==> src/rtl/alu_share_arbiter.sv <==
// Round-robin share of one external combinational ALU between two valid/ready
// requesters. One transaction in flight; operands and results are registered.
module alu_share_arbiter #(
  parameter int unsigned WIDTH     = 8,
  parameter int unsigned CTL_W     = 4,
  parameter bit          PRIO_INIT = 1'b0
) (
  input  logic             clk,
  input  logic             rst_n,
  input  logic [1:0]       req_valid,
  output logic [1:0]       req_ready,
  input  logic [WIDTH-1:0] req0_a,
  input  logic [WIDTH-1:0] req0_b,
  input  logic [WIDTH-1:0] req1_a,
  input  logic [WIDTH-1:0] req1_b,
  input  logic [CTL_W-1:0] req0_op,
  input  logic [CTL_W-1:0] req1_op,
  output logic [WIDTH-1:0] alu_a,
  output logic [WIDTH-1:0] alu_b,
  output logic [CTL_W-1:0] alu_ctl,
  input  logic [WIDTH-1:0] alu_y,
  input  logic             alu_ovf,
  input  logic             alu_zero,
  output logic [1:0]       rsp_valid,
  input  logic [1:0]       rsp_ready,
  output logic [WIDTH-1:0] rsp_y,
  output logic             rsp_ovf,
  output logic             rsp_zero,
  output logic             rsp_err,
  output logic             busy
);

  typedef enum logic [1:0] {IDLE = 2'd0, EXEC = 2'd1, RESP = 2'd2} state_t;

  typedef struct packed {
    logic [WIDTH-1:0] a;
    logic [WIDTH-1:0] b;
    logic [CTL_W-1:0] op;
  } req_t;

  typedef struct packed {
    logic [WIDTH-1:0] y;
    logic             ovf;
    logic             zero;
    logic             err;
  } rsp_t;

  // Codes 4'b1010 and above have no ALU function behind them.
  localparam logic [CTL_W-1:0] OP_UNDEF = CTL_W'(10);

  state_t state_q, state_d;
  logic   prio_q, prio_d;
  logic   owner_q, owner_d;
  req_t   alu_q, alu_d;
  rsp_t   rsp_q, rsp_d;

  logic   gnt_vld;
  logic   gnt;
  logic   accept;
  req_t   req_sel;

  always_comb begin
    gnt_vld = req_valid[prio_q] | req_valid[~prio_q];
    gnt     = req_valid[prio_q] ? prio_q : ~prio_q;
    // Gated with rst_n so no handshake is offered while reset is held.
    accept  = (state_q == IDLE) && gnt_vld && rst_n;
    req_sel = gnt ? '{a: req1_a, b: req1_b, op: req1_op}
                  : '{a: req0_a, b: req0_b, op: req0_op};
  end

  always_comb begin
    state_d = state_q;
    prio_d  = prio_q;
    owner_d = owner_q;
    alu_d   = alu_q;
    rsp_d   = rsp_q;
    case (state_q)
      IDLE: begin
        if (accept) begin
          alu_d   = req_sel;
          owner_d = gnt;
          prio_d  = ~gnt;
          state_d = EXEC;
        end
      end
      EXEC: begin
        rsp_d.y    = alu_y;
        rsp_d.ovf  = alu_ovf;
        rsp_d.zero = alu_zero;
        rsp_d.err  = (alu_q.op >= OP_UNDEF);
        state_d    = RESP;
      end
      RESP: begin
        if (rsp_ready[owner_q]) state_d = IDLE;
      end
      default: state_d = IDLE;
    endcase
  end

  always_ff @(posedge clk or negedge rst_n) begin
    if (!rst_n) begin
      state_q <= IDLE;
      prio_q  <= PRIO_INIT;
      owner_q <= 1'b0;
      alu_q   <= '0;
      rsp_q   <= '0;
    end else begin
      state_q <= state_d;
      prio_q  <= prio_d;
      owner_q <= owner_d;
      alu_q   <= alu_d;
      rsp_q   <= rsp_d;
    end
  end

  always_comb begin
    req_ready = accept ? (gnt ? 2'b10 : 2'b01) : 2'b00;
    rsp_valid = (state_q == RESP) ? (owner_q ? 2'b10 : 2'b01) : 2'b00;
    busy      = (state_q != IDLE);
    alu_a     = alu_q.a;
    alu_b     = alu_q.b;
    alu_ctl   = alu_q.op;
    rsp_y     = rsp_q.y;
    rsp_ovf   = rsp_q.ovf;
    rsp_zero  = rsp_q.zero;
    rsp_err   = rsp_q.err;
  end

endmodule
==> config.mk <==
export PLATFORM = sky130hd
export DESIGN_NAME = alu_share_arbiter
export DESIGN_NICKNAME = d
export VERILOG_FILES = /design/src/rtl/alu_share_arbiter.sv
export SDC_FILE = /design/constraint.sdc
export NUM_CORES = 1
export LEC_CHECK = 0
export CAP_MARGIN = 15
export CORE_UTILIZATION = 37
export DETAILED_ROUTE_END_ITERATION = 10
export GPL_TIMING_DRIVEN = 0
export HOLD_SLACK_MARGIN = 0.15
export PLACE_DENSITY = 0.87
export SLEW_MARGIN = 20
export SYNTH_ARGS = -nofsm -noshare
export SYNTH_HDL_FRONTEND = slang
export SYNTH_SLANG_ARGS = --single-unit
==> constraint.sdc <==
create_clock -name clk -period 2.2 [get_ports clk]
set_clock_uncertainty 0.2 [all_clocks]
set_input_delay 0.55 -clock clk [delete_from_list [all_inputs] [get_ports clk]]
set_output_delay 0.55 -clock clk [all_outputs]
set_load 0.01 [all_outputs]
==> results.md <==
- Status: finished with violations
- Violated checks: setup timing
- Worst R2R Path Depth: 6
- Met2 WL: 2.50 mm
- DRT iter0 DRCs: 49
- FF+latch count, synth: 35
- Crit start category: input port
- DIE WIDTH: 66.9 um
- Hold/Removal Path Class: input port to async pin
- Register share of total power: 0.357
- Worst slew margin: 0.614
- Combinational Power Share: 0.504
- DR vias: 1538
- Max VDD drop: 0.000629 V
- CTS Buffer Depth: 2
- Inserted Clock Buffers: 5
- Mean Syn Cell Area: 11.2 um2
- First-pass GRT wire length: 7.27 mm
- Max layer used: met4
- Tcrit/Tclk final: 1.02
- Post-Syn Area: 1560 um2
- Sequential share of the synthesized area: 0.562
- Max Slew Vio Count: 0
- Die area: 4470 um2
- Initial Utilization: 0.387
- Most common cell on crit path: buf_16
- RSZ-0062 raised after global routing: yes
- Commonest non-fill, non-tap cell in the layout: clkdlybuf4s50_1
- Slowest-stage cell, CP: or3b_4
- DR WL met3: 238 um
- Final core occ: 0.701
- Antenna violations before repair: 0
- Maximum number of pins on one net before global-route repair: 14
- Fillers: 306
- TritonCTS sink count: 35
- Commonest cells after routing, fill and taps aside: clkdlybuf4s50_1 (83), dfrtp_1 (35), nand2_1 (22)
- Max-cap check violation count: 0
- WL/cell: 16.1 um
- Net switching power: 1.06 mW
- GP Congestion: 0.794
- Drt drc: 0
- Final setup violation count: 1
- Net Count, Synth: 195
- Total power: 3.23 mW
- Sw Share: 0.329
- Crit path DAT: 1.50 ns
- Clk Tree Root Cell: clkbuf_8
- Post-Place Worst Slack: -1.16 ns
- Hold Fails Final Rpt: 0
- Total track usage: 0.227
- FF-to-FF End: alu_a[5]$_DFFE_PN0P_
- Critical path type: input port to output port
- Netlist cell types: 20
- Final worst path period need: 2.25 ns
- Internal power: 2.17 mW
- Nets: 305
- Post-DR vias/cell: 5.13
- Part of the power in the clock network: 0.139
- Drt pass-1 iters: 4
- Leak Pwr: 1.22 nW
- Delay of the slowest critical-path stage: 0.40 ns
- Slew @ Worst Pin: 0.577 ns
- Detailed Route WL: 4.84 mm
- Req. time, crit path: 1.45 ns
- Number of global-route vias before repair: 1478
- Share of cells above drive strength 1: 0.176
- Buffers on Ports: 91
- Die height: 66.9 um
- Worst-path clk slew: 0.07 ns
- Critical R2R Launch: state_q[0]$_DFFE_PN0P_
- CP max FO: 3
- PwrDens: 1150 nW/um2
- Element type at the critical path end: output port
- DP HPWL: 3.39 mm
- Warnings from Yosys: 0
- Reg area: 876 um2
- TritonCTS clock tree: built
- Overflow after GRT: 0
- Post-synthesis cell count: 139
- Fmax: 444 MHz
- FP Rows: 23
- Final antenna-violating net count: 0
- Footprint of the multi-input gates: 634 um2
- Worst-path cell chain: buf_16 > buf_16 > or3b_4 > nor3b_4 > buf_2
- Worst Hold Slack: 0.200 ns
- Setup WS post-layout: -0.0537 ns
- Htree depth: 2
- Wl on met1: 2.01 mm
- Core area: 4030 um2
- # diodes: 0
- Clock Latency Late Sink: 0.29 ns
- Reg2Reg Setup Slack: 0.09 ns
- Top Ports: 92
- Synth-to-Final Area Change: 81.2%
## what timing repair did
action	CTS	global route
cloned	1	0
pin swaps	3	4
hold buffers	2	0
endpoints found under the hold margin	23	0
endpoints found under the setup margin	25	3
gates resized for setup	32	4
setup buffers	7	2
## logic make-up (layout without fill, tap and decap cells)
| kind of cell | count (synthesis) | in the layout | synth area share |
|---|---|---|---|
| buffers and inverters | 15 | 126 | 0.0522 |
| muxes | 11 | 11 | 0.0795 |
| and+or+nand+nor | 52 | 52 | 0.157 |
| AOI/OAI and AO/OA | 26 | 26 | 0.149 |
| DFF | 35 | 35 | 0.562 |
## layer usage
metal | vias to the layer above | global-route usage
li1 | 727 | -
met1 | 752 | 0.273
met2 | 49 | 0.385
met3 | 10 | 0.0531
met4 | 0 | 0.0931
met5 | - | 0
## critical path, delay by kind of cell
family / cells / cell delay (ns)
and+or+nand+nor: 2 / 0.62
buffers and inverters: 3 / 0.33
## registers in the layout (all words and copies together) (netlist names)
register	flops
alu_a	8
rsp_zero	1
rsp_ovf	1
alu_b	8
owner_q	1
rsp_err	1
prio_q	1
rsp_y	8
alu_ctl	4
state_q	2
## metrics by stage
stage | TNS (ns) | std cells | instance area (um2)
detailed placement | -11.82 | 281 | 2560
floorplan | 0 | 139 | 1560
CTS | -0.248 | 299 | 2830
global route | -0.140 | 300 | 2820
finish | -0.0537 | 300 | 2820
global placement | -54.85 | 280 | 2540
## cell usage after synthesis
library cell	count	share of area
inv_1	3	0.0072
a221o_1	20	0.13
or2_1	1	0.0040
a21oi_1	2	0.0064
buf_6	3	0.022
buf_1	1	0.0024
buf_2	2	0.0064
nand2b_1	2	0.0080
nor3_1	20	0.064
o21ai_0	3	0.0096
nor2b_1	1	0.0040
nand2_1	22	0.053
dfrtp_1	35	0.56
mux2_2	11	0.080
nor2_1	3	0.0072
clkbuf_1	6	0.014
nor3b_1	1	0.0048
a211oi_1	1	0.0048
or3b_4	1	0.0072
or2_2	1	0.0040
## how the worst max path moves through the flow
stage / startpoint / end / slack (ns) / depth (start not counted)
finish: rst_n / req_ready[1] / -0.05 / 5
global route: state_q[0]$_DFFE_PN0P_ / req_ready[1] / -0.12 / 3
CTS: rst_n / req_ready[1] / -0.16 / 6
detailed placement: rst_n / req_ready[1] / -1.16 / 6
global placement: rst_n / req_ready[1] / -2.33 / 5
floorplan: rst_n / req_ready[1] / 0.05 / 3
## area by class of cell
type / instances / share of cell area
plain buffers: 11 / 0.0315
clock buffers: 6 / 0.0257
clock inverters: 2 / 0.00443
inverters: 3 / 0.00399
multi-input cells: 89 / 0.225
flip-flops and latches: 35 / 0.310
well taps: 50 / 0.0222
repair buffers: 104 / 0.377
## power by group through the flow
stage	sequential, mW	clock, mW	combinational [mW]
6_report	1.16	0.449	1.63
3_3_place_gp	1.13	0	1.51
3_5_place_dp	1.15	0	1.55
5_1_grt	1.19	0.490	1.75
4_1_cts	1.15	0.460	1.66
2_1_floorplan	1.25	0	0.558
(Power assumes the default switching activity.)
